==> src/rtl/atc_runway_scheduler.sv <==
// atc_runway_scheduler: clocked runway/gate scheduler for one landing or
// takeoff request at a time. It uses a valid/ready request handshake and a
// valid/ready grant handshake. There are N normal runways plus emergency
// runway 0. Each runway has an occupancy timer, and each normal runway has a
// round-robin gate pointer. Weather and fuel holds count down in a timer.
// Optional build macro: ATC_STATS_EN adds saturating 16-bit stat_* counters.
module atc_runway_scheduler #(
   parameter int NUM_RUNWAYS   = 2,
   parameter int GATES_PER_RWY = 3,
   parameter int OCC_CYCLES    = 8,
   parameter int WX_HOLD       = 12,
   parameter int FUEL_HOLD     = 15,
   parameter int TO_HOLD       = 15,
   localparam int RW        = $clog2(NUM_RUNWAYS + 1),
   localparam int NUM_GATES = NUM_RUNWAYS * GATES_PER_RWY,
   localparam int GW        = $clog2(NUM_GATES + 1),
   localparam int MAX_HOLD  = (WX_HOLD > FUEL_HOLD) ? ((WX_HOLD > TO_HOLD) ? WX_HOLD : TO_HOLD)
                                                   : ((FUEL_HOLD > TO_HOLD) ? FUEL_HOLD : TO_HOLD),
   localparam int TW        = ($clog2(MAX_HOLD + 1) > 4) ? $clog2(MAX_HOLD + 1) : 4
) (
   input  logic                   clk,
   input  logic                   rst_n,
   input  logic                   req_valid,
   output logic                   req_ready,
   input  logic                   req_takeoff,
   input  logic                   req_emergency,
   input  logic                   req_weather,
   input  logic                   req_speed,
   input  logic                   req_range,
   input  logic                   req_altitude,
   input  logic [1:0]             req_fuel,
   input  logic [GW-1:0]          req_gate,
   output logic                   grant_valid,
   input  logic                   grant_ready,
   output logic [RW-1:0]          grant_runway,
   output logic [GW-1:0]          grant_gate,
   output logic                   grant_reject,
   output logic                   timer_active,
   output logic [TW-1:0]          timer_value,
   output logic [NUM_RUNWAYS:0]   runway_busy
`ifdef ATC_STATS_EN
   ,
   output logic [15:0]            stat_grants,
   output logic [15:0]            stat_emergencies,
   output logic [15:0]            stat_holds,
   output logic [15:0]            stat_rejects
`endif
);

   localparam int OW = ($clog2(OCC_CYCLES + 1) > 1) ? $clog2(OCC_CYCLES + 1) : 1;

   typedef enum logic [2:0] {S_IDLE, S_EVAL, S_HOLD, S_WAIT_RWY, S_GRANT} state_t;

   state_t        state_q;
   logic          req_ready_q, grant_valid_q, grant_reject_q, timer_active_q;
   logic [RW-1:0] grant_runway_q, tgt_rwy_q;
   logic [GW-1:0] grant_gate_q, gate_q;
   logic [TW-1:0] timer_value_q;
   logic          tko_q, emerg_q, wx_q, spd_q, rng_q, alt_q, any_rwy_q;
   logic [1:0]    fuel_q;

   logic          fuel_norm, grant_fire;
   logic [RW-1:0] lo_rwy, to_rwy;
   logic [GW-1:0] lo_gate;
   logic          lo_found, to_gate_ok, tgt_busy;
   logic [GW-1:0] gate_ptr [1:NUM_RUNWAYS];

   assign fuel_norm  = (fuel_q == 2'b01) || (fuel_q == 2'b10);
   assign grant_fire = grant_valid_q && grant_ready;

   // Lowest-index free normal runway and the gate its pointer offers
   always_comb begin
      lo_rwy   = '0;
      lo_found = 1'b0;
      lo_gate  = '0;
      for (int r = NUM_RUNWAYS; r >= 1; r--) begin
         if (!runway_busy[r]) begin
            lo_rwy   = RW'(r);
            lo_found = 1'b1;
            lo_gate  = gate_ptr[r];
         end
      end
   end

   // Takeoff: map the departing gate to the runway that owns it
   always_comb begin
      to_rwy     = '0;
      to_gate_ok = 1'b0;
      for (int r = 1; r <= NUM_RUNWAYS; r++) begin
         if ((gate_q >= GW'((r - 1) * GATES_PER_RWY + 1)) && (gate_q <= GW'(r * GATES_PER_RWY))) begin
            to_rwy     = RW'(r);
            to_gate_ok = 1'b1;
         end
      end
   end

   // Occupancy of the fixed target runway (emergency or takeoff)
   always_comb begin
      tgt_busy = 1'b0;
      for (int r = 0; r <= NUM_RUNWAYS; r++) begin
         if (tgt_rwy_q == RW'(r)) tgt_busy = runway_busy[r];
      end
   end

   genvar gi;
   generate
      for (gi = 0; gi <= NUM_RUNWAYS; gi++) begin : g_occ
         logic [OW-1:0] occ_q;
         logic          load;
         assign load = grant_fire && !grant_reject_q && (grant_runway_q == RW'(gi));
         // Count down occupancy; a grant on this runway reloads the counter
         always_ff @(posedge clk or negedge rst_n) begin
            if (!rst_n)             occ_q <= '0;
            else if (load)          occ_q <= OW'(OCC_CYCLES);
            else if (occ_q != '0)   occ_q <= occ_q - 1'b1;
         end
         assign runway_busy[gi] = (occ_q != '0);
      end

      for (gi = 1; gi <= NUM_RUNWAYS; gi++) begin : g_gate
         localparam logic [GW-1:0] FIRST = GW'((gi - 1) * GATES_PER_RWY + 1);
         localparam logic [GW-1:0] LAST  = GW'(gi * GATES_PER_RWY);
         logic [GW-1:0] ptr_q, ptr_d;
         logic          adv;
         assign adv   = grant_fire && !grant_reject_q && !tko_q && (grant_runway_q == RW'(gi));
         assign ptr_d = (ptr_q == LAST) ? FIRST : ptr_q + 1'b1;
         // Round-robin gate pointer, advanced only by a landing on this runway
         always_ff @(posedge clk or negedge rst_n) begin
            if (!rst_n)   ptr_q <= FIRST;
            else if (adv) ptr_q <= ptr_d;
         end
         assign gate_ptr[gi] = ptr_q;
      end
   endgenerate

   // Request scheduler FSM with registered handshake, grant and timer outputs
   always_ff @(posedge clk or negedge rst_n) begin
      if (!rst_n) begin
         state_q        <= S_IDLE;
         req_ready_q    <= 1'b0;
         grant_valid_q  <= 1'b0;
         grant_reject_q <= 1'b0;
         grant_runway_q <= '0;
         grant_gate_q   <= '0;
         timer_active_q <= 1'b0;
         timer_value_q  <= '0;
         tgt_rwy_q      <= '0;
         any_rwy_q      <= 1'b0;
         gate_q         <= '0;
         fuel_q         <= '0;
         {tko_q, emerg_q, wx_q, spd_q, rng_q, alt_q} <= '0;
      end else begin
         case (state_q)
            S_IDLE: begin
               req_ready_q <= 1'b1;
               if (req_valid && req_ready_q) begin
                  tko_q       <= req_takeoff;
                  emerg_q     <= req_emergency;
                  wx_q        <= req_weather;
                  spd_q       <= req_speed;
                  rng_q       <= req_range;
                  alt_q       <= req_altitude;
                  fuel_q      <= req_fuel;
                  gate_q      <= req_gate;
                  req_ready_q <= 1'b0;
                  state_q     <= S_EVAL;
               end
            end
            S_EVAL: begin
               any_rwy_q <= 1'b0;
               tgt_rwy_q <= '0;
               if (!tko_q) begin
                  if (emerg_q || (fuel_q == 2'b00)) begin
                     state_q <= S_WAIT_RWY;
                  end else if (wx_q && spd_q && rng_q && alt_q && fuel_norm) begin
                     any_rwy_q <= 1'b1;
                     state_q   <= S_WAIT_RWY;
                  end else if (!wx_q) begin
                     any_rwy_q <= 1'b1;
                     if (WX_HOLD == 0) state_q <= S_WAIT_RWY;
                     else begin
                        state_q        <= S_HOLD;
                        timer_active_q <= 1'b1;
                        timer_value_q  <= TW'(WX_HOLD);
                     end
                  end else if (fuel_q == 2'b11) begin
                     any_rwy_q <= 1'b1;
                     if (FUEL_HOLD == 0) state_q <= S_WAIT_RWY;
                     else begin
                        state_q        <= S_HOLD;
                        timer_active_q <= 1'b1;
                        timer_value_q  <= TW'(FUEL_HOLD);
                     end
                  end else begin
                     state_q        <= S_GRANT;
                     grant_valid_q  <= 1'b1;
                     grant_reject_q <= 1'b1;
                     grant_runway_q <= '0;
                     grant_gate_q   <= '0;
                  end
               end else if (!to_gate_ok) begin
                  state_q        <= S_GRANT;
                  grant_valid_q  <= 1'b1;
                  grant_reject_q <= 1'b1;
                  grant_runway_q <= '0;
                  grant_gate_q   <= '0;
               end else begin
                  tgt_rwy_q <= to_rwy;
                  if (!wx_q && (TO_HOLD != 0)) begin
                     state_q        <= S_HOLD;
                     timer_active_q <= 1'b1;
                     timer_value_q  <= TW'(TO_HOLD);
                  end else begin
                     state_q <= S_WAIT_RWY;
                  end
               end
            end
            S_HOLD: begin
               if (timer_value_q <= TW'(1)) begin
                  timer_value_q  <= '0;
                  timer_active_q <= 1'b0;
                  state_q        <= S_WAIT_RWY;
               end else begin
                  timer_value_q <= timer_value_q - 1'b1;
               end
            end
            S_WAIT_RWY: begin
               if (any_rwy_q) begin
                  if (lo_found) begin
                     state_q        <= S_GRANT;
                     grant_valid_q  <= 1'b1;
                     grant_reject_q <= 1'b0;
                     grant_runway_q <= lo_rwy;
                     grant_gate_q   <= lo_gate;
                  end
               end else if (!tgt_busy) begin
                  state_q        <= S_GRANT;
                  grant_valid_q  <= 1'b1;
                  grant_reject_q <= 1'b0;
                  grant_runway_q <= tgt_rwy_q;
                  grant_gate_q   <= tko_q ? gate_q : '0;
               end
            end
            S_GRANT: begin
               if (grant_ready) begin
                  grant_valid_q  <= 1'b0;
                  grant_reject_q <= 1'b0;
                  grant_runway_q <= '0;
                  grant_gate_q   <= '0;
                  req_ready_q    <= 1'b1;
                  state_q        <= S_IDLE;
               end
            end
            default: state_q <= S_IDLE;
         endcase
      end
   end

   assign req_ready    = req_ready_q;
   assign grant_valid  = grant_valid_q;
   assign grant_runway = grant_runway_q;
   assign grant_gate   = grant_gate_q;
   assign grant_reject = grant_reject_q;
   assign timer_active = timer_active_q;
   assign timer_value  = timer_value_q;

`ifdef ATC_STATS_EN
   logic [15:0] st_grants_q, st_emerg_q, st_holds_q, st_rejects_q;
   logic        hold_prev_q;

   // Saturating event counters: grant outcomes on handshake, holds on entry
   always_ff @(posedge clk or negedge rst_n) begin
      if (!rst_n) begin
         st_grants_q  <= '0;
         st_emerg_q   <= '0;
         st_holds_q   <= '0;
         st_rejects_q <= '0;
         hold_prev_q  <= 1'b0;
      end else begin
         hold_prev_q <= timer_active_q;
         if (grant_fire && !grant_reject_q && (st_grants_q != 16'hFFFF))
            st_grants_q <= st_grants_q + 16'd1;
         if (grant_fire && !grant_reject_q && (grant_runway_q == '0) && (st_emerg_q != 16'hFFFF))
            st_emerg_q <= st_emerg_q + 16'd1;
         if (grant_fire && grant_reject_q && (st_rejects_q != 16'hFFFF))
            st_rejects_q <= st_rejects_q + 16'd1;
         if (timer_active_q && !hold_prev_q && (st_holds_q != 16'hFFFF))
            st_holds_q <= st_holds_q + 16'd1;
      end
   end

   assign stat_grants      = st_grants_q;
   assign stat_emergencies = st_emerg_q;
   assign stat_holds       = st_holds_q;
   assign stat_rejects     = st_rejects_q;
`endif

endmodule

==> config.mk <==
export PLATFORM = sky130hd
export DESIGN_NAME = atc_runway_scheduler
export DESIGN_NICKNAME = d
export VERILOG_FILES = /design/src/rtl/atc_runway_scheduler.sv
export SDC_FILE = /design/constraint.sdc
export NUM_CORES = 1
export LEC_CHECK = 0
export ABC_AREA = 1
export CELL_PAD_IN_SITES_DETAIL_PLACEMENT = 1
export CELL_PAD_IN_SITES_GLOBAL_PLACEMENT = 1
export CORE_UTILIZATION = 47
export CTS_BUF_LIST = sky130_fd_sc_hd__clkbuf_8
export CTS_CLUSTER_DIAMETER = 100
export DETAILED_ROUTE_END_ITERATION = 16
export MAX_ROUTING_LAYER = met4
export PLACE_DENSITY_LB_ADDON = 0.1
export SLEW_MARGIN = 0
export SYNTH_ARGS = -nofsm -noshare
export SYNTH_HDL_FRONTEND = slang
export SYNTH_SLANG_ARGS = --single-unit
==> constraint.sdc <==
create_clock -name clk -period 3 [get_ports clk]
set_clock_uncertainty 0.15 [all_clocks]
set_input_delay 0.6 -clock clk [delete_from_list [all_inputs] [get_ports clk]]
set_output_delay 0.6 -clock clk [all_outputs]
set_load 0.005 [all_outputs]
; ---- Yosys cells after proc, flatten, opt, wreduce, memory -nomap -nowiden
; Cells that the tools add are included.
[word_totals]
register_bits = 48
in_bits = 15
elab_cells = 198
[classes]
n_addsub = 6
magnitude_cmp = 5
n_eq_ne = 26
n_mux = 100
n_reduce_logical = 38
[op_table]
columns = operator, count
row1 = two-way mux 3 bit, 26
row2 = two-way mux 4 bit, 14
row3 = two-way mux 1 bit, 37
row4 = two-way mux 2 bit, 15
row5 = inequality test 3 bit (second input constant), 10
row6 = subtractor 4 x 1 -> 4 bit (second input constant), 4
row7 = logical AND 1 bit, 15
row8 = one-hot mux 3 bit (5 select lines), 1
row9 = nonzero test 4 bit, 3
row10 = nonzero test 2 bit, 5
row11 = equality test 3 x 2 -> 1 bit (second input constant), 3
row12 = one-hot mux 3 bit (3 select lines), 1
row13 = AND reduction 9 bit, 1
row14 = equality test 2 bit (second input constant), 4
row15 = one-hot mux 4 bit (2 select lines), 1
row16 = AND reduction 7 bit, 1
row17 = adder 3 x 1 -> 3 bit (second input constant), 2
row18 = equality test 2 x 1 -> 1 bit (second input constant), 3
row19 = equality test 3 bit (second input constant), 2
row20 = zero test 2 bit, 3
row21 = inequality test 2 bit (second input constant), 3
row22 = one-hot mux 1 bit (3 select lines), 2
row23 = one-hot mux 2 bit (3 select lines), 1
row24 = AND reduction 6 bit, 1
row25 = other kinds (13), 17

; ---- Longest topological paths before layout
[logic_depth]
word_depth = 8
ltp_mapped = 12
mapped_depth_nobuf = 12

; ---- Worst setup path after synthesis
; OpenSTA, ideal clock, no wires.
[synth_path]
path_type = reg2reg
from = register timer_value_q[0] (netlist: timer_value[0])
to = register state_q[0]
setup_time_ns = 0.119
t_arrival_ns = 1.391
required_ns = 2.731
path_slack_ns = 1.339
stages_incl_launch_ff = 11
n_path_buf = 0
period_less_slack_ns = 1.661
cell_sequence = dfrtp_1 inv_1 ha_1 o21ai_0 nand2_1 nand2_1 nor2_1 nand2_2 inv_2 nand2_1 nand2_1
[synth_between]
elab_chain_cells = 3
[synth_rtl]
columns = element, line_no
row1 = "start, declared", 58  ; logic [TW-1:0] timer_value_q;
row2 = "start signal, assigned", 184  ; timer_value_q <= TW'(WX_HOLD);
row3 = "start signal, assigned", 192  ; timer_value_q <= TW'(FUEL_HOLD);
row4 = "start signal, assigned", 212  ; timer_value_q <= TW'(TO_HOLD);
row5 = <= comparator 4 x 1 -> 1 bit, 219  ; if (timer_value_q <= TW'(1)) begin
row6 = inequality test 2 bit (no line), n/a
row7 = AND reduction 5 bit (no line), n/a
row8 = "end signal, assigned", 214  ; state_q <= S_WAIT_RWY;
row9 = "end signal, assigned", 222  ; state_q <= S_WAIT_RWY;
row10 = "end signal, assigned", 230  ; state_q <= S_GRANT;
row11 = "end, declared", 54  ; state_t state_q;
; No other way between the ends.
; A chain may end at the register's enable or synchronous reset.

; ---- Worst setup path after layout
[layout_path]
from = register g_occ[1].occ_q[0]
to = output runway_busy[1]
[layout_between]
elab_chain_cells = 1
[layout_rtl]
columns = element, line_no
row1 = "start, declared", 108  ; logic [OW-1:0] occ_q;
row2 = "start signal, assigned", 114  ; else if (load) occ_q <= OW'(OCC_CYCLES);
row3 = "start signal, assigned", 115  ; else if (occ_q != '0) occ_q <= occ_q - 1'b1;
row4 = nonzero test 4 bit, 117  ; assign runway_busy[gi] = (occ_q != '0);
row5 = "end, declared", 40  ; output logic [NUM_RUNWAYS:0] runway_busy
; No other way between the ends.

==> metrics.csv <==
stage,metric,value,unit
status,status,"finished, final reports clean",
route,DR vias,2339,
sta,Final min period,2526,ps
route,routed wire length,6434,um
clocking,CTS tree,yes,
finish,fraction of layout cells with a size suffix above 1,0.1382,
clocking,hold buffer count at cts,0,
finish,Layout fillers,695,
sta,WHS,123.5,ps
route,1st-pass router iterations,4,
setup_path,WS Path Type,register to output port,
clocking,CTS root buf,clkbuf_8,
finish,"commonest non-fill, non-tap cells in the layout","69 x nand2_1, 46 x dfrtp_1, 44 x inv_1",
yosys,cell count after synthesis,333,
yosys,Mapped Nets,357,
pwr,cell area power density,1016,nW/um2
route,DRC viols,0,
pwr,Peak supply drop,0.0004115,V
setup_path,CP arrival,1780,ps
yosys,Synth area leader,dfrtp_1,
yosys,top_reg_cell synth,dfrtp_1,
setup_path,CP max stage delay,470,ps
floorplanning,Boundary Pins,31,
setup_path,worst-path fanout max,10,
clocking,post-cts gate resize count,0,
sta,Setup TNS Final,0,ps
global_routing,"Remaining Overflow, GRT",0,
yosys,synth top area cells,"dfrtp_1 42%, nand2_1 9.5%, inv_1 6.0%",
setup_path,crit-path cells,inv_1 > ha_1 > nand2_4 > clkdlybuf4s50_1,
route,DRT iter0 DRCs,100,
finish,layout overhead on the synthesized area,18.54,%
yosys,"Seq/Total Area, Yosys",0.4403,
floorplanning,Die X,78.27,um
floorplanning,# rows,27,
global_routing,initial antenna violation count,0,
setup_path,worst r2r path cells,7,
yosys,Mapped Area,2734,um2
finish,diode count,0,
clocking,clk_lat worst skew,310,ps
route,Vias/cell,5.304,
sta,fmax,395.9,MHz
yosys,synthesized flop and latch total,48,
global_routing,largest net degree at the start of global routing,26,
sta,max-slew violation count,0,
sta,relative slew slack,0.6652,
yosys,Async SR Flop Fraction,1.000,
floorplanning,die footprint,6125,um2
clocking,"Reg clk slew, reported paths",90,ps
setup_path,endpoint class of the critical path,output port,
global_routing,number of global-route vias before repair,2517,
clocking,htree depth,2,
placed_design,number of port buffers,30,
yosys,synth unique cells,34,
placed_design,placer congestion estimate,0.7624,
clocking,Max Root-Sink Buffers,2,
route,Final ANT Viol Nets,0,
worst_hold_path,HP Class,primary input to async pin,
sta,Final Hold Fails,0,
run,Max Cap Viol,0,
sta,Worst-Margin Slew,496.9,ps
yosys,Ys Warns,0,
sta,RSZ-0062 raised after global routing,no,
sta,Final setup violation count,0,
global_routing,first-pass GRT wire length,11490,um
pwr,P_leak,0.001635,uW
yosys,"EDFF count, synth",0,
floorplanning,Starting Density,0.4935,
sta,period utilisation layout,0.8419,
finish,Layout Nets,392,
finish,"commonest non-fill, non-tap cell in the layout",nand2_1,
route,routed len/inst,14.59,um
floorplanning,core area,5540,um2
placed_design,DP HPWL,4841,um
floorplanning,Die H,78.27,um
yosys,Mean Syn Cell Area,8.210,um2
global_routing,Total GRT Usage,0.2431,
yosys,Yosys top cell area share,0.4211,
setup_path,Required @ worst endpoint,2250,ps
clocking,Inserted Clock Buffers,5,
setup_path,Setup crit start kind,register,
clocking,clock tree sinks,48,
setup_path,slowest CP cell,clkdlybuf4s50_1,
clocking,Setup Buffers After CTS,0,
[final timing paths]
path / from / end / slack, ps
min in group clk: grant_gate[2] / grant_gate[2] / 350
setup reg to reg: timer_value[0] / timer_value[0] / 980
hold / removal: rst_n / g_occ[1].occ_q[2] / 120
max in group asynchronous: rst_n / g_gate[2].ptr_q[2] / 2260
setup / recovery: g_occ[1].occ_q[0] / runway_busy[1] / 470
hold reg to reg: grant_gate[2] / grant_gate[2] / 350
[layer usage]
layer / GRT usage / vias up / wire [um]
li1: - / 1151 / -
met1: 0.2727 / 1146 / 2780
met2: 0.4377 / 32 / 3388
met3: 0.04070 / 10 / 158
met4: 0.08148 / 0 / 107
met5: - / - / 0
[cell usage after synthesis, drive strengths merged (2+ instances only)]
cell,n
nand2,77
inv,50
dfrtp,46
nor2,37
nand3,29
a21oi,19
o21ai,18
nand4,11
ha,9
nor3,9
mux2,5
xor2,5
buf,4
dfstp,2
o211ai,2
o22ai,2
o31ai,2
[sequential cells by signal, indices dropped and copies added (netlist names), 2 cells and up]
| name | flops |
|---|---|
| tgt_rwy_q | 2 |
| grant_gate | 3 |
| state_q | 3 |
| timer_value | 4 |
| g_gate.ptr_q | 6 |
| gate_q | 3 |
| g_occ.occ_q | 12 |
| fuel_q | 2 |
| grant_runway | 2 |
[report_power, final]
part | switching (uW) | internal (uW)
Sequential | 257 | 917
Combinational | 953 | 648
Clock | 224 | 294
Total | 1430 | 1860
[cell type report]
cell class	instances	area, um2	share of cell area
clock buffers	7	96.34	0.02973
clock inverters	1	30.03	0.009266
inverters	51	192.7	0.05946
multi-input cells	230	1318	0.4066
flip-flops and latches	48	1204	0.3714
well taps	72	90.09	0.02780
repair buffers	32	310.3	0.09575
[per-stage QoR]
stage | total power, uW | setup slack, ps | util | cell area, um2 | instances
after global placement | 2705 | 811.2 | 0.5621 | 3114 | 433
after detailed placement | 2785 | 764.0 | 0.5621 | 3114 | 433
after floorplan | 2300 | 1339 | - | 2734 | 333
after global routing | 3601 | 381.9 | 0.5849 | 3241 | 441
after CTS | 3329 | 458.2 | 0.5849 | 3241 | 441
final | 3294 | 474.3 | 0.5849 | 3241 | 441
[critical path: cells and delay by family (launching register included)]
family | cells | cell delay, ps
adders and majority gates | 1 | 350
and+or+nand+nor | 1 | 160
DFF | 1 | 380
buffers and inverters | 2 | 580
[logic make-up (layout without fill, tap and decap cells)]
| group | Yosys count | in the layout | synth area share |
|---|---|---|---|
| compound gates | 47 | 47 | 0.09794 |
| mux | 5 | 5 | 0.02059 |
| flops | 48 | 48 | 0.4403 |
| fa+ha+maj | 9 | 9 | 0.04119 |
| buf+inv | 55 | 91 | 0.07780 |
| simple gates | 163 | 163 | 0.3030 |
| xor+xnor | 6 | 6 | 0.01922 |
Power figures use the tool's default switching activity.
